**src/rtl/ad9958_spi_arbiter.sv**
```systemverilog
// Two-requester arbiter in front of the AD9958 SPI serializer.
// Define AD9958_ARB_RR_EN for round-robin; default is fixed priority to req0.
module ad9958_spi_arbiter #(
    parameter int DATA_W        = 64,
    parameter int PACK_W        = 5,
    parameter int START_TIMEOUT = 15
) (
    input  logic              clock,
    input  logic              reset_n,
    input  logic              req0_trigger,
    input  logic [PACK_W-1:0] req0_packs,
    input  logic [DATA_W-1:0] req0_data,
    input  logic              req0_lock,
    output logic              req0_busy,
    input  logic              req1_trigger,
    input  logic [PACK_W-1:0] req1_packs,
    input  logic [DATA_W-1:0] req1_data,
    input  logic              req1_lock,
    output logic              req1_busy,
    output logic              spi_trigger,
    output logic [PACK_W-1:0] spi_packs,
    output logic [DATA_W-1:0] spi_data,
    input  logic              spi_busy,
    output logic [1:0]        owner,
    output logic              err_timeout
);

    typedef enum logic [1:0] {
        IDLE,
        ISSUE,
        WAIT_START,
        WAIT_DONE
    } state_t;

    localparam int CNT_W = (START_TIMEOUT > 1) ? $clog2(START_TIMEOUT) : 1;
    localparam logic [CNT_W-1:0] CNT_LAST = CNT_W'(START_TIMEOUT - 1);

    state_t            state_q, state_d;
    logic [1:0]        owner_q, owner_d;
    logic [1:0]        pend_q, pend_d;
    logic [PACK_W-1:0] slot_packs_q [2];
    logic [PACK_W-1:0] slot_packs_d [2];
    logic [DATA_W-1:0] slot_data_q [2];
    logic [DATA_W-1:0] slot_data_d [2];
    logic              spi_trig_q, spi_trig_d;
    logic [PACK_W-1:0] spi_packs_q, spi_packs_d;
    logic [DATA_W-1:0] spi_data_q, spi_data_d;
    logic              err_q, err_d;
    logic [CNT_W-1:0]  cnt_q, cnt_d;
`ifdef AD9958_ARB_RR_EN
    logic              rr_q, rr_d;
`endif

    logic [1:0]        trig;
    logic [1:0]        lock;
    logic [PACK_W-1:0] in_packs [2];
    logic [DATA_W-1:0] in_data [2];
    logic              owner_locked;
    logic [1:0]        elig;
    logic [1:0]        pick;
    logic              done;
    logic [1:0]        busy_c;
    logic [1:0]        accept;

    assign trig        = {req1_trigger, req0_trigger};
    assign lock        = {req1_lock, req0_lock};
    assign in_packs[0] = req0_packs;
    assign in_packs[1] = req1_packs;
    assign in_data[0]  = req0_data;
    assign in_data[1]  = req1_data;

    // A locked owner shuts the other requester out of arbitration.
    always_comb begin
        owner_locked = |(owner_q & lock);
        elig         = owner_locked ? (pend_q & owner_q) : pend_q;
`ifdef AD9958_ARB_RR_EN
        if (elig == 2'b11) begin
            pick = rr_q ? 2'b10 : 2'b01;
        end else begin
            pick = elig;
        end
`else
        pick = elig[0] ? 2'b01 : elig;
`endif
    end

    always_comb begin
        state_d     = state_q;
        owner_d     = owner_q;
        pend_d      = pend_q;
        slot_packs_d = slot_packs_q;
        slot_data_d = slot_data_q;
        spi_trig_d  = 1'b0;
        spi_packs_d = spi_packs_q;
        spi_data_d  = spi_data_q;
        err_d       = err_q;
        cnt_d       = cnt_q;
        done        = 1'b0;
`ifdef AD9958_ARB_RR_EN
        rr_d        = rr_q;
`endif

        unique case (state_q)
            IDLE: begin
                if (|pick) begin
                    owner_d     = pick;
                    state_d     = ISSUE;
                    spi_trig_d  = 1'b1;
                    spi_packs_d = pick[1] ? slot_packs_q[1] : slot_packs_q[0];
                    spi_data_d  = pick[1] ? slot_data_q[1] : slot_data_q[0];
`ifdef AD9958_ARB_RR_EN
                    rr_d        = pick[0];
`endif
                end else if (!owner_locked) begin
                    owner_d = 2'b00;
                end
            end
            ISSUE: begin
                state_d = WAIT_START;
                cnt_d   = '0;
            end
            WAIT_START: begin
                if (spi_busy) begin
                    state_d = WAIT_DONE;
                end else if (cnt_q == CNT_LAST) begin
                    err_d = 1'b1;
                    done  = 1'b1;
                end else begin
                    cnt_d = cnt_q + CNT_W'(1);
                end
            end
            WAIT_DONE: begin
                if (!spi_busy) begin
                    done = 1'b1;
                end
            end
            default: state_d = IDLE;
        endcase

        if (done) begin
            state_d = IDLE;
            pend_d  = pend_q & ~owner_q;
            if (!owner_locked) begin
                owner_d = 2'b00;
            end
        end

        // Busy drops in the completion cycle so a requester can re-arm at once.
        busy_c = pend_q & ~(done ? owner_q : 2'b00);
        accept = trig & ~busy_c;
        for (int i = 0; i < 2; i++) begin
            if (accept[i]) begin
                pend_d[i]       = 1'b1;
                slot_packs_d[i] = in_packs[i];
                slot_data_d[i]  = in_data[i];
            end
        end
    end

    always_ff @(posedge clock or negedge reset_n) begin
        if (!reset_n) begin
            state_q     <= IDLE;
            owner_q     <= 2'b00;
            pend_q      <= 2'b00;
            spi_trig_q  <= 1'b0;
            spi_packs_q <= '0;
            spi_data_q  <= '0;
            err_q       <= 1'b0;
            cnt_q       <= '0;
            for (int i = 0; i < 2; i++) begin
                slot_packs_q[i] <= '0;
                slot_data_q[i]  <= '0;
            end
`ifdef AD9958_ARB_RR_EN
            rr_q        <= 1'b0;
`endif
        end else begin
            state_q     <= state_d;
            owner_q     <= owner_d;
            pend_q      <= pend_d;
            spi_trig_q  <= spi_trig_d;
            spi_packs_q <= spi_packs_d;
            spi_data_q  <= spi_data_d;
            err_q       <= err_d;
            cnt_q       <= cnt_d;
            slot_packs_q <= slot_packs_d;
            slot_data_q <= slot_data_d;
`ifdef AD9958_ARB_RR_EN
            rr_q        <= rr_d;
`endif
        end
    end

    assign req0_busy   = busy_c[0];
    assign req1_busy   = busy_c[1];
    assign spi_trigger = spi_trig_q;
    assign spi_packs   = spi_packs_q;
    assign spi_data    = spi_data_q;
    assign owner       = owner_q;
    assign err_timeout = err_q;

endmodule

```
**config.mk**
```make
export PLATFORM = sky130hd
export DESIGN_NAME = ad9958_spi_arbiter
export DESIGN_NICKNAME = d
export VERILOG_FILES = /design/src/rtl/ad9958_spi_arbiter.sv
export SDC_FILE = /design/constraint.sdc
export NUM_CORES = 1
export LEC_CHECK = 0
export ABC_CLOCK_PERIOD_IN_PS = 3800
export CORE_MARGIN = 5
export CORE_UTILIZATION = 36
export DETAILED_ROUTE_END_ITERATION = 8
export MAX_ROUTING_LAYER = met4
export PLACE_DENSITY = 0.63
export SETUP_SLACK_MARGIN = 0.3
export SLEW_MARGIN = 20
export SYNTH_ARGS = -nofsm -noshare
export SYNTH_HDL_FRONTEND = slang
export SYNTH_SLANG_ARGS = --single-unit
export TNS_END_PERCENT = 30
```
**constraint.sdc**
```tcl
create_clock -name clock -period 3.8 [get_ports clock]
set_clock_uncertainty 0.2 [all_clocks]
set_input_delay 0.57 -clock clock [delete_from_list [all_inputs] [get_ports clock]]
set_output_delay 0.57 -clock clock [all_outputs]
set_load 0.01 [all_outputs]
```
# Word-level counts from Yosys, hierarchy flattened
# Index checks and enable logic that the tools add are counted.
dict set report op_classes {
  n_eq_ne 8
  reduce_logical 11
  n_bitwise 9
  addsub 1
  mux 26
}
# operator n
set op_table {}
lappend op_table {{two-way mux 64 bit} 1}
lappend op_table {{two-way mux 2 bit} 12}
lappend op_table {{AND 2 bit} 5}
lappend op_table {{AND reduction 3 bit} 3}
lappend op_table {{two-way mux 4 bit} 2}
lappend op_table {{case mux 4 bit (2 select lines)} 1}
lappend op_table {{two-way mux 1 bit} 7}
lappend op_table {{inequality test 3 bit, second input constant} 2}
lappend op_table {{inverter 2 bit} 3}
lappend op_table {{case mux 2 bit (3 select lines)} 1}
lappend op_table {{nonzero test 2 bit} 3}
lappend op_table {{two-way mux 5 bit} 1}
lappend op_table {{adder 4 x 1 -> 4 bit, second input constant} 1}
lappend op_table {{equality test 2 bit, second input constant} 2}
lappend op_table {{equality test 4 bit, second input constant} 1}
lappend op_table {{inequality test 2 bit, second input constant} 2}
lappend op_table {{nonzero test 4 bit} 1}
lappend op_table {{OR reduction 2 bit} 2}
lappend op_table {{equality test 2 x 1 -> 1 bit, second input constant} 1}
lappend op_table {{zero test 2 bit} 1}
lappend op_table {{case mux 1 bit (2 select lines)} 1}
lappend op_table {{AND reduction 2 bit} 1}
lappend op_table {{inverter 1 bit} 1}
dict set report totals {
  register_bits 219
}

# Logic depth before layout (Yosys ltp)
# Gate-level depths: netlist (run 1).
dict set report logic_depth {
  word_depth 10
  ltp_mapped 9
  mapped_depth_nobuf 6
}

# Worst setup path before layout (run 1)
# OpenSTA, ideal clock, no wires.
dict set report synth_timing {
  path_type {flip-flop to flip-flop}
  from {register state_q[0]}
  to {register slot_data_q[53] in the netlist's numbering}
  required_time_ps 3475
  stages_incl_launch_ff 10
  setup_slack_ps 1552
  synth_period_minus_slack_ps 2248
  arrival_ps 1923
  path_cell_list {dfrtp_1 > inv_1 > ha_1 > a41oi_2 > nor3b_2 > o21a_1 > buf_6 > buf_6 > buf_12 > mux2_4}
}
dict set report synth_via {
  elab_chain_cells 7
  elab_cells_between_ends 8
}
# element line_no
set synth_rtl {}
lappend synth_rtl {{start, declared} 38} ;# state_t state_q, state_d;
lappend synth_rtl {{start signal, assigned} 178} ;# state_q <= state_d;
lappend synth_rtl {{equality test 2 bit} 103} ;# unique case (state_q)
lappend synth_rtl {{case mux 1 bit (2 select lines) (*)} 103}
lappend synth_rtl {{two-way mux 2 bit (*)} 149} ;# busy_c = pend_q & ~(done ? owner_q : 2'b00);
lappend synth_rtl {{inverter 2 bit (*)} 149}
lappend synth_rtl {{AND 2 bit (*)} 149}
lappend synth_rtl {{inverter 2 bit (*)} 150} ;# accept = trig & ~busy_c;
lappend synth_rtl {{AND 2 bit (*)} 150}
lappend synth_rtl {{end signal, assigned} 187} ;# slot_data_q <= slot_data_d;
lappend synth_rtl {{end, declared} 43} ;# logic [DATA_W-1:0] slot_data_q [2];
# Every way passes the cells marked *; elsewhere a longest branch is shown, timed or not.
# A chain may end at the register's enable or synchronous reset.

# Final worst setup path (run 1)
dict set report layout_timing {
  from {register state_q[0]}
  to {output port req0_busy}
}
dict set report layout_via {
  elab_chain_cells 5
  elab_cells_between_ends 6
}
# element line_no
set layout_rtl {}
lappend layout_rtl {{equality test 2 bit} 103}
lappend layout_rtl {{case mux 1 bit (2 select lines) (*)} 103}
lappend layout_rtl {{two-way mux 2 bit (*)} 149}
lappend layout_rtl {{inverter 2 bit (*)} 149}
lappend layout_rtl {{AND 2 bit (*)} 149}
lappend layout_rtl {{end, declared} 14} ;# output logic req0_busy,
# Marked as above.

==> results.yml, run 1 <==
run_status:
  status: "finished clean"
routing:
  antenna_left: 0
  dr_total_vias: 5992
  drc_errors: 0
  drt_iter0_markers: 341
  wire_per_inst_um: 20.13
  dr.pass1.iters: 4
  wl_mm: 23.35
  drt-vias-per-instance: 5.166
timing:
  finalHoldViolCount: 0
  max_freq_mhz: 306.2
  tightest_slew_ns: 0.9645
  timing.final.crit_share_pct: 85.94
  setup_violations: 0
  drv_slew: 0
  timing.hold.ws_ns: 0.2748
  setup_tns_ns: 0
  fin_crit_ns: 3.266
  slew_headroom_pct: 35.70
  rsz0062_at_grt: "no"
clock_tree:
  clock_sink_count: 219
  cts_tree: "yes"
  clk_pin_slew_ns: 0.06
  htreeDepth: 1
  postCtsSetupBuffers: 0
  cts_buffer_depth: 3
  clockRootBuffer: "clkbuf_16"
  cts_made_buffers: 25
  clkLatencyLatePin_ns: 0.52
final_layout:
  final_area_sq_um: 12200
  nNetsFinal: 970
  layout_commonest_cell: "dfrtp_1"
  areaGrowthSynthToFinish_pct: 37.56
  final_cell_mix: "219 x dfrtp_1, 218 x clkdlybuf4s50_1, 118 x mux2_2"
  final_layout_size_suffix_gt1_share_pct: 23.83
  nFillCells: 2118
critical_path:
  crit_chain: "inv_1, ha_1, a41oi_2, nor3b_2, nor2_1, clkdlybuf4s50_1"
  worstSetupPathType: "register to output port"
  worst_setup_path_start_kind: "register"
  slowest_stage: "clkdlybuf4s50_1"
  cp_data_arrival_time_ns: 2.50
  required_ns: 3.03
  cp_num_buf_inv: 2
  cp_slowest_stage_delay_ns: 0.61
  crit_fanout: 6
  cp-end-kind: "output port"
  cpLargestDelayFamily: "buffers and inverters"
die:
  core_area_sq_um: 24320
  die_h_um: 167.0
  die_area_sq_um: 27880
  start_util_pct: 36.48
  die_width_um: 167.0
  io_pins: 220
  row_count: 57
synthesis:
  seq_area_frac_synth_pct: 61.78
  synth_flop_cell: "dfrtp_1"
  yosys_warnings: 0
  synth_edf_count: 0
  synthDistinctLibCells: 38
  avgSynthCellArea_sq_um: 14.64
  synth_cells: 606
  syn_nets: 757
  async_reset_ff_share_pct: 100.0
  syn_area_sq_um: 8871
  synth-seq-cells: 219
power_and_ir_drop:
  peakVddDrop_v: 0.0003922
  cellLeakagePower_nw: 5.070
  p_per_area_nw_per_um2: 865.3
global_routing:
  grt_max_degree: 104
  globalRouteTotalUtil_pct: 16.89
  antenna_found_initial: 1
  grt_pass1_wl_mm: 37.40
  grt_overflow: 0
  first_global_vias: 6485
placed_design:
  dpl.hpwl_mm: 14.53
  gp_congestion: 0.7312
  postPlaceCellArea_sq_um: 11390
  io_buffer_count: 219
worst_hold_path:
  hp-class: "register to register"
run:
  drv_cap: 0
area by class of cell:
cell class / instances / area, sq um / share of cell area, %
Clock inverter: 6 / 58.81 / 0.4819
Inverter: 5 / 18.77 / 0.1538
Multi-Input combinational cell: 337 / 3144 / 25.77
Timing Repair Buffer: 231 / 2352 / 19.28
Antenna cell: 1 / 2.502 / 0.02051
Clock buffer: 37 / 740.7 / 6.070
Tap cell: 324 / 405.4 / 3.322
Sequential cell: 219 / 5480 / 44.91
cells by family after synthesis:
family          after synthesis  share of synthesized area (%)
compound gates              159                          13.50
mux                         138                          18.36
fa+ha+maj                     6                         0.8462
buf+inv                      50                          3.315
simple gates                 32                          2.003
flops                       219                          61.78
xor+xnor                      2                         0.1975
registers in the layout, indices dropped and copies added (netlist names), 2 cells and up:
signal / cells
state_q: 2
spi_data: 64
cnt_q: 4
owner: 2
pend_q: 2
slot_packs_q: 10
slot_data_q: 128
spi_packs: 5
layer usage:
metal,GRT usage (%),vias to the layer above,share of wire [%]
li1,-,2728,-
met1,23.82,3030,46
met2,24.73,199,45
met3,4.077,35,6.7
met4,4.198,0,2.5
met5,-,-,0
metrics by stage:
step | std cells | total power, mW | utilization, % | worst slack (ns)
CTS | 1159 | 10.69 | 50.17 | 0.5097
global route | 1160 | 11.21 | 50.18 | 0.3728
global placement | 1115 | 8.206 | 46.84 | 0.6786
floorplan | 606 | 6.604 | - | 1.552
finish | 1160 | 10.56 | 50.18 | 0.5341
detailed placement | 1115 | 8.297 | 46.84 | 0.5877
path summary, 6_finish.rpt:
kind | from | to | slack, ns | cells after the start
worst max-delay path | state_q[0]$_DFFE_PN0P_ | req0_busy | 0.53 | 6
worst min-delay path | err_timeout$_DFFE_PN0P_ | err_timeout$_DFFE_PN0P_ | 0.27 | 1
worst max register to register | state_q[1]$_DFFE_PN0P_ | state_q[0]$_DFFE_PN0P_ | 1.06 | 6
worst min register to register | err_timeout$_DFFE_PN0P_ | err_timeout$_DFFE_PN0P_ | 0.27 | 1
max in group asynchronous | reset_n | slot_data_q[21]$_DFFE_PN0P_ | 2.04 | 3
min in group asynchronous | reset_n | slot_data_q[69]$_DFFE_PN0P_ | 0.51 | 2
cell usage after synthesis (3+ instances only):
cell	n	area, sq um
buf_6	4	45.04
buf_4	11	82.58
a21oi_1	3	15.01
a2bb2oi_1	69	604.3
ha_1	6	75.07
mux2_4	20	300.3
dfrtp_1	219	5480
o22ai_1	69	431.7
nor2_1	7	26.28
nand3_1	6	30.03
inv_1	5	18.77
o21ai_0	5	25.02
nand2_1	5	18.77
mux2_2	118	1329
clkbuf_1	26	97.59
repair_timing:
item | 4_1_cts | 5_1_grt
gates resized for setup | 0 | 0
hold buffers | 1 | 0
endpoints found under the hold margin | 101 | 0
power breakdown:
group | switching, mW | internal (mW)
Clock | 0.925 | 1.41
Sequential | 0.672 | 3.51
Combinational | 1.64 | 2.40
No activity file was read; power rests on OpenSTA's default activity.
==> inputs of run 2 (changes only) <==
--- a/config.mk
+++ b/config.mk
@@ -5,12 +5,12 @@
 export SDC_FILE = /design/constraint.sdc
 export NUM_CORES = 1
 export LEC_CHECK = 0
-export ABC_CLOCK_PERIOD_IN_PS = 3800
+export ABC_CLOCK_PERIOD_IN_PS = 2610
 export CORE_MARGIN = 5
 export CORE_UTILIZATION = 36
 export DETAILED_ROUTE_END_ITERATION = 8
 export MAX_ROUTING_LAYER = met4
-export PLACE_DENSITY = 0.63
+export PLACE_DENSITY = 0.66
 export SETUP_SLACK_MARGIN = 0.3
 export SLEW_MARGIN = 20
 export SYNTH_ARGS = -nofsm -noshare
==> constraint.sdc (replaced) <==
create_clock -name clock -period 2.61 [get_ports clock]
set_clock_uncertainty 0.2 [all_clocks]
set_input_delay 0.3915 -clock clock [delete_from_list [all_inputs] [get_ports clock]]
set_output_delay 0.3915 -clock clock [all_outputs]
set_load 0.01 [all_outputs]
==> results.yml, run 2 (synthesis gave the netlist of run 1 again) <==
power_and_ir_drop:
  finalPower_mw: 15.73
  power.internal_mw: 10.93
  peakVddDrop_v: 0.0005431
  cellLeakagePower_nw: 5.252
  p_sw_mw: 4.804
  p_per_area_nw_per_um2: 1249
  pwr-share-seq_pct: 38.4
  clkPwrFrac_pct: 21.3
  pwr-share-comb_pct: 40.3
  p_sw_share_pct: 30.54
clock_tree:
  clock_sink_count: 219
  cts_made_buffers: 24
  clkLatencyLatePin_ns: 0.50
  clk_pin_slew_ns: 0.06
  cts_tree: "yes"
  htreeDepth: 1
  cts_buffer_depth: 3
  clockRootBuffer: "clkbuf_16"
critical_path:
  crit_fanout: 4
  crit_chain: "ha_2, a41oi_4, nor3b_2, nor2_1, buf_2"
  cp-end-kind: "output port"
  worstSetupPathType: "register to output port"
  cp_slowest_stage_delay_ns: 0.44
  required_ns: 2.02
  slowest_stage: "dfrtp_2"
  worst_setup_path_start_kind: "register"
  cp_data_arrival_time_ns: 1.77
final_layout:
  final_area_sq_um: 12600
  top_register: "slot_data_q"
  largest_reg_flops: 128
  areaGrowthSynthToFinish_pct: 42.02
  nNetsFinal: 998
  nFillCells: 2098
  diodes: 0
  final_layout_size_suffix_gt1_share_pct: 27.06
  final_cell_mix: "218 x dfrtp_1, 216 x clkdlybuf4s50_1, 118 x mux2_2"
  multiInputGateArea_sq_um: 3183
  layout_commonest_cell: "dfrtp_1"
  seq_area_sq_um: 5482
die:
  start_util_pct: 36.48
  row_count: 57
  core_area_sq_um: 24320
  io_pins: 220
  die_width_um: 167.0
  die_h_um: 167.0
  die_area_sq_um: 27880
run_status:
  status: "finished clean"
timing:
  tightest_slew_ns: 0.4907
  rsz0062_at_grt: "yes"
  fin_crit_ns: 2.362
  setup_tns_ns: 0
  finalHoldViolCount: 0
  setup_violations: 0
  drv_slew: 0
  max_freq_mhz: 423.4
  timing.hold.ws_ns: 0.2208
  slew_headroom_pct: 67.29
  timing.final.crit_share_pct: 90.49
placed_design:
  dpl.hpwl_mm: 15.21
  gp_congestion: 0.7749
  io_buffer_count: 219
  postPlaceCellArea_sq_um: 11570
routing:
  wl_mm: 24.28
  wire_per_inst_um: 20.49
  drt-vias-per-instance: 5.218
  dr_total_vias: 6183
  dr.pass1.iters: 4
  antenna_left: 0
  drt_iter0_markers: 243
  drc_errors: 0
global_routing:
  grt_pass1_wl_mm: 37.80
  globalRouteTotalUtil_pct: 17.13
  grt_overflow: 0
  antenna_found_initial: 0
  grt_max_degree: 71
  first_global_vias: 6648
worst_hold_path:
  hp-class: "input pin to async pin"
run:
  drv_cap: 0
==> run 2: cell types whose count changed in the layout (fill, tap and decap cells not counted), moves of 3 or more <==
cell,delta
buf_4,+14
buf_12,+8
buf_6,+4
clkbuf_8,-3
ha_1,-3
==> run 2: power by group through the flow <==
stage / combinational, mW / clock, mW / sequential [mW]
3_5_place_dp: 6.19 / 0 / 6.07
3_3_place_gp: 6.05 / 0 / 6.05
6_report: 6.34 / 3.35 / 6.05
5_1_grt: 6.82 / 3.58 / 6.27
4_1_cts: 6.30 / 3.45 / 6.05
2_1_floorplan: 3.49 / 0 / 6.13
==> run 2: stage by stage <==
| stage | worst slack [ns] | cells | util [%] |
|---|---|---|---|
| 6_report | 0.2483 | 1185 | 51.80 |
| 5_1_grt | 0.1813 | 1185 | 51.80 |
| 4_1_cts | 0.2417 | 1176 | 51.23 |
| 3_5_place_dp | 0.1120 | 1126 | 47.59 |
| 3_3_place_gp | 0.1408 | 1126 | 47.59 |
| 2_1_floorplan | 0.3620 | 606 | - |
==> run 2: final timing paths <==
check / startpoint / to / slack [ns] / cells after the start
setup / recovery: state_q[1]$_DFFE_PN0P_ / req0_busy / 0.25 / 5
min in group clock: err_timeout$_DFFE_PN0P_ / err_timeout$_DFFE_PN0P_ / 0.26 / 1
max in group asynchronous: reset_n / state_q[1]$_DFFE_PN0P_ / 1.25 / 3
hold reg to reg: err_timeout$_DFFE_PN0P_ / err_timeout$_DFFE_PN0P_ / 0.26 / 1
setup reg to reg: state_q[1]$_DFFE_PN0P_ / slot_data_q[106]$_DFFE_PN0P_ / 0.30 / 9
hold / removal: reset_n / slot_data_q[82]$_DFFE_PN0P_ / 0.22 / 2
==> run 2: what timing repair did <==
item	CTS	global route
setup buffers	9	4
gates resized for setup	16	3
hold endpoints to repair	52	0
hold buffers	1	0
gates cloned	0	5
endpoints found under the setup margin	114	75
pin swaps	3	2
==> run 2: final cells by class <==
type                    count  share of cell area [%]
inverters                   5                  0.1490
flip-flops and latches    219                   43.51
multi-input cells         337                   25.27
well taps                 324                   3.218
repair buffers            260                   21.67
clock buffers              34                   5.552
clock inverters             6                  0.6356
==> run 2: metal layers <==
metal  GRT usage [%]  share of wire [%]
met4           3.984                1.9
met1           22.26                 45
met5               -                  0
met2           27.81                 49
met3           3.579                4.9
==> run 2: critical path: cells and delay by family, from the launching register on <==
kind,cells,cell delay (ns)
AOI/OAI and AO/OA,1,0.24
adders and majority gates,1,0.20
DFF,1,0.44
and+or+nand+nor,2,0.22
buffers and inverters,1,0.17
==> inputs of run 3 (changes only) <==
--- a/config.mk
+++ b/config.mk
@@ -5,12 +5,11 @@
 export SDC_FILE = /design/constraint.sdc
 export NUM_CORES = 1
 export LEC_CHECK = 0
-export ABC_CLOCK_PERIOD_IN_PS = 2610
-export CORE_MARGIN = 5
+export ABC_CLOCK_PERIOD_IN_PS = 2600
 export CORE_UTILIZATION = 36
 export DETAILED_ROUTE_END_ITERATION = 8
 export MAX_ROUTING_LAYER = met4
-export PLACE_DENSITY = 0.66
+export PLACE_DENSITY = 0.63
 export SETUP_SLACK_MARGIN = 0.3
 export SLEW_MARGIN = 20
 export SYNTH_ARGS = -nofsm -noshare
==> constraint.sdc (replaced) <==
create_clock -name clock -period 2.6 [get_ports clock]
set_clock_uncertainty 0.2 [all_clocks]
set_input_delay 0.39 -clock clock [delete_from_list [all_inputs] [get_ports clock]]
set_output_delay 0.39 -clock clock [all_outputs]
set_load 0.01 [all_outputs]
==> results.yml, run 3 (synthesis gave the netlist of run 1 again) <==
placed_design:
  io_buffer_count: 219
  gp_congestion: 0.7748
  postPlaceCellArea_sq_um: 11530
  dpl.hpwl_mm: 13.88
global_routing:
  globalRouteTotalUtil_pct: 19.48
  grt_max_degree: 71
  grt_overflow: 0
  globalRoute.busiestLayer: "met2"
  grt_use_met1_pct: 26.50
  grt_pass1_wl_mm: 37.92
  antenna_found_initial: 0
  first_global_vias: 6607
  use_met2_pct: 29.80
  grt_use_met3_pct: 4.767
timing:
  fin_crit_ns: 2.470
  timing.hold.ws_ns: 0.2406
  setup_violations: 0
  finalHoldViolCount: 0
  timing.final.crit_share_pct: 94.98
  tightest_slew_ns: 0.5054
  drv_slew: 0
  max_freq_mhz: 404.9
  slew_headroom_pct: 66.31
  rsz0062_at_grt: "yes"
  setup_tns_ns: 0
worst_hold_path:
  hp-class: "input pin to async pin"
clock_tree:
  cts_buffer_depth: 3
  clockRootBuffer: "clkbuf_16"
  clk_pin_slew_ns: 0.06
  cts_made_buffers: 25
  htreeDepth: 1
  clkLatencyLatePin_ns: 0.50
  clock_sink_count: 219
  cts_tree: "yes"
final_layout:
  top_register: "slot_data_q"
  nNetsFinal: 1000
  final_layout_size_suffix_gt1_share_pct: 27.46
  areaGrowthSynthToFinish_pct: 45.28
  final_area_sq_um: 12890
  diodes: 0
  layout_commonest_cell: "dfrtp_1"
  largest_reg_flops: 128
  nFillCells: 2062
  final_cell_mix: "218 x dfrtp_1, 216 x clkdlybuf4s50_1, 80 x mux2_2"
routing:
  drc_errors: 0
  dr.pass1.iters: 4
  wire_per_inst_um: 20.05
  dr_total_vias: 6135
  antenna_left: 0
  drt_iter0_markers: 331
  wl_mm: 23.80
  drt-vias-per-instance: 5.168
power_and_ir_drop:
  p_per_area_nw_per_um2: 1257
  cellLeakagePower_nw: 5.418
  peakVddDrop_v: 0.0005943
  finalPower_mw: 16.20
critical_path:
  reg2reg_slack_ns: 0.13
  crit_fanout: 6
  worst_setup_path_start_kind: "register"
  worstSetupPathType: "register to register"
  required_ns: 2.79
  r2r-start: "state_q[0]$_DFFE_PN0P_"
  startpoint: "state_q[0]$_DFFE_PN0P_"
  cp-end-kind: "register"
  rr_worst_depth: 11
  cp_data_arrival_time_ns: 2.66
  r2r_end: "slot_data_q[106]$_DFFE_PN0P_"
die:
  io_pins: 220
  row_count: 57
  start_util_pct: 36.58
  die_h_um: 159.0
  die_area_sq_um: 25270
  core_area_sq_um: 24250
  die_width_um: 159.0
run_status:
  status: "finished clean"
run:
  drv_cap: 0
-- run 3: cell types whose count changed in the layout (fill, tap and decap cells not counted), moves of 2 or more --
cell / change
buf_12: +4
clkinv_2: -3
clkbuf_8: +6
mux2_2: -38
buf_4: -6
clkbuf_16: -2
buf_16: +4
buf_6: +2
mux2_4: +38
-- run 3: layout make-up --
type	count	area (sq um)	area share (%)
multi-input cells	337	3333	25.86
inverters	5	18.77	0.1456
repair buffers	261	2841	22.05
flip-flops and latches	219	5482	42.53
clock inverters	3	42.54	0.3301
well taps	324	405.4	3.146
clock buffers	38	764.5	5.932
-- run 3: worst max-delay path, stage by stage (launching register included) --
cell,delay [ns]
dfrtp_1,0.40
buf_6,0.13
ha_4,0.15
a41oi_2,0.21
buf_4,0.17
nor3b_4,0.04
buf_4,0.14
o21a_4,0.21
buf_12,0.15
buf_6,0.12
buf_12,0.13
mux2_4,0.30
-- run 3: metal layers --
metal	share of wire [%]	routed length (um)
met1	47	11230
met2	45	10710
met4	1.3	321
met3	6.5	1536
met5	0	0
-- run 3: power breakdown --
part	internal [mW]	total (mW)	switching [mW]
Clock	2.10	3.42	1.32
Sequential	5.13	6.09	0.960
Combinational	4.05	6.69	2.64
Total	11.3	16.2	4.92
-- run 3: timing repair --
item	CTS	global route
gates resized for setup	45	24
cloned	5	0
hold buffers	1	0
pin swaps	6	5
setup buffers	16	3
hold endpoints to repair	56	0
endpoints found under the setup margin	122	141
-- run 3: how the worst max path moves through the flow --
stage	endpoint	depth (start not counted)
6_report	slot_data_q[106]$_DFFE_PN0P_	11
5_1_grt	req0_busy	7
4_1_cts	req0_busy	7
3_5_place_dp	slot_data_q[127]$_DFFE_PN0P_	5
3_3_place_gp	req0_busy	6
2_1_floorplan	slot_data_q[53]$_DFFE_PN0P_	9
-- run 3: metrics by stage --
stage / cells / util, % / setup slack (ns)
after floorplan: 606 / - / 0.3520
after global placement: 1121 / 47.57 / 0.2099
after detailed placement: 1121 / 47.57 / 0.1812
after CTS: 1184 / 52.63 / 0.06942
after global routing: 1187 / 53.15 / 0.07411
final: 1187 / 53.15 / 0.1305
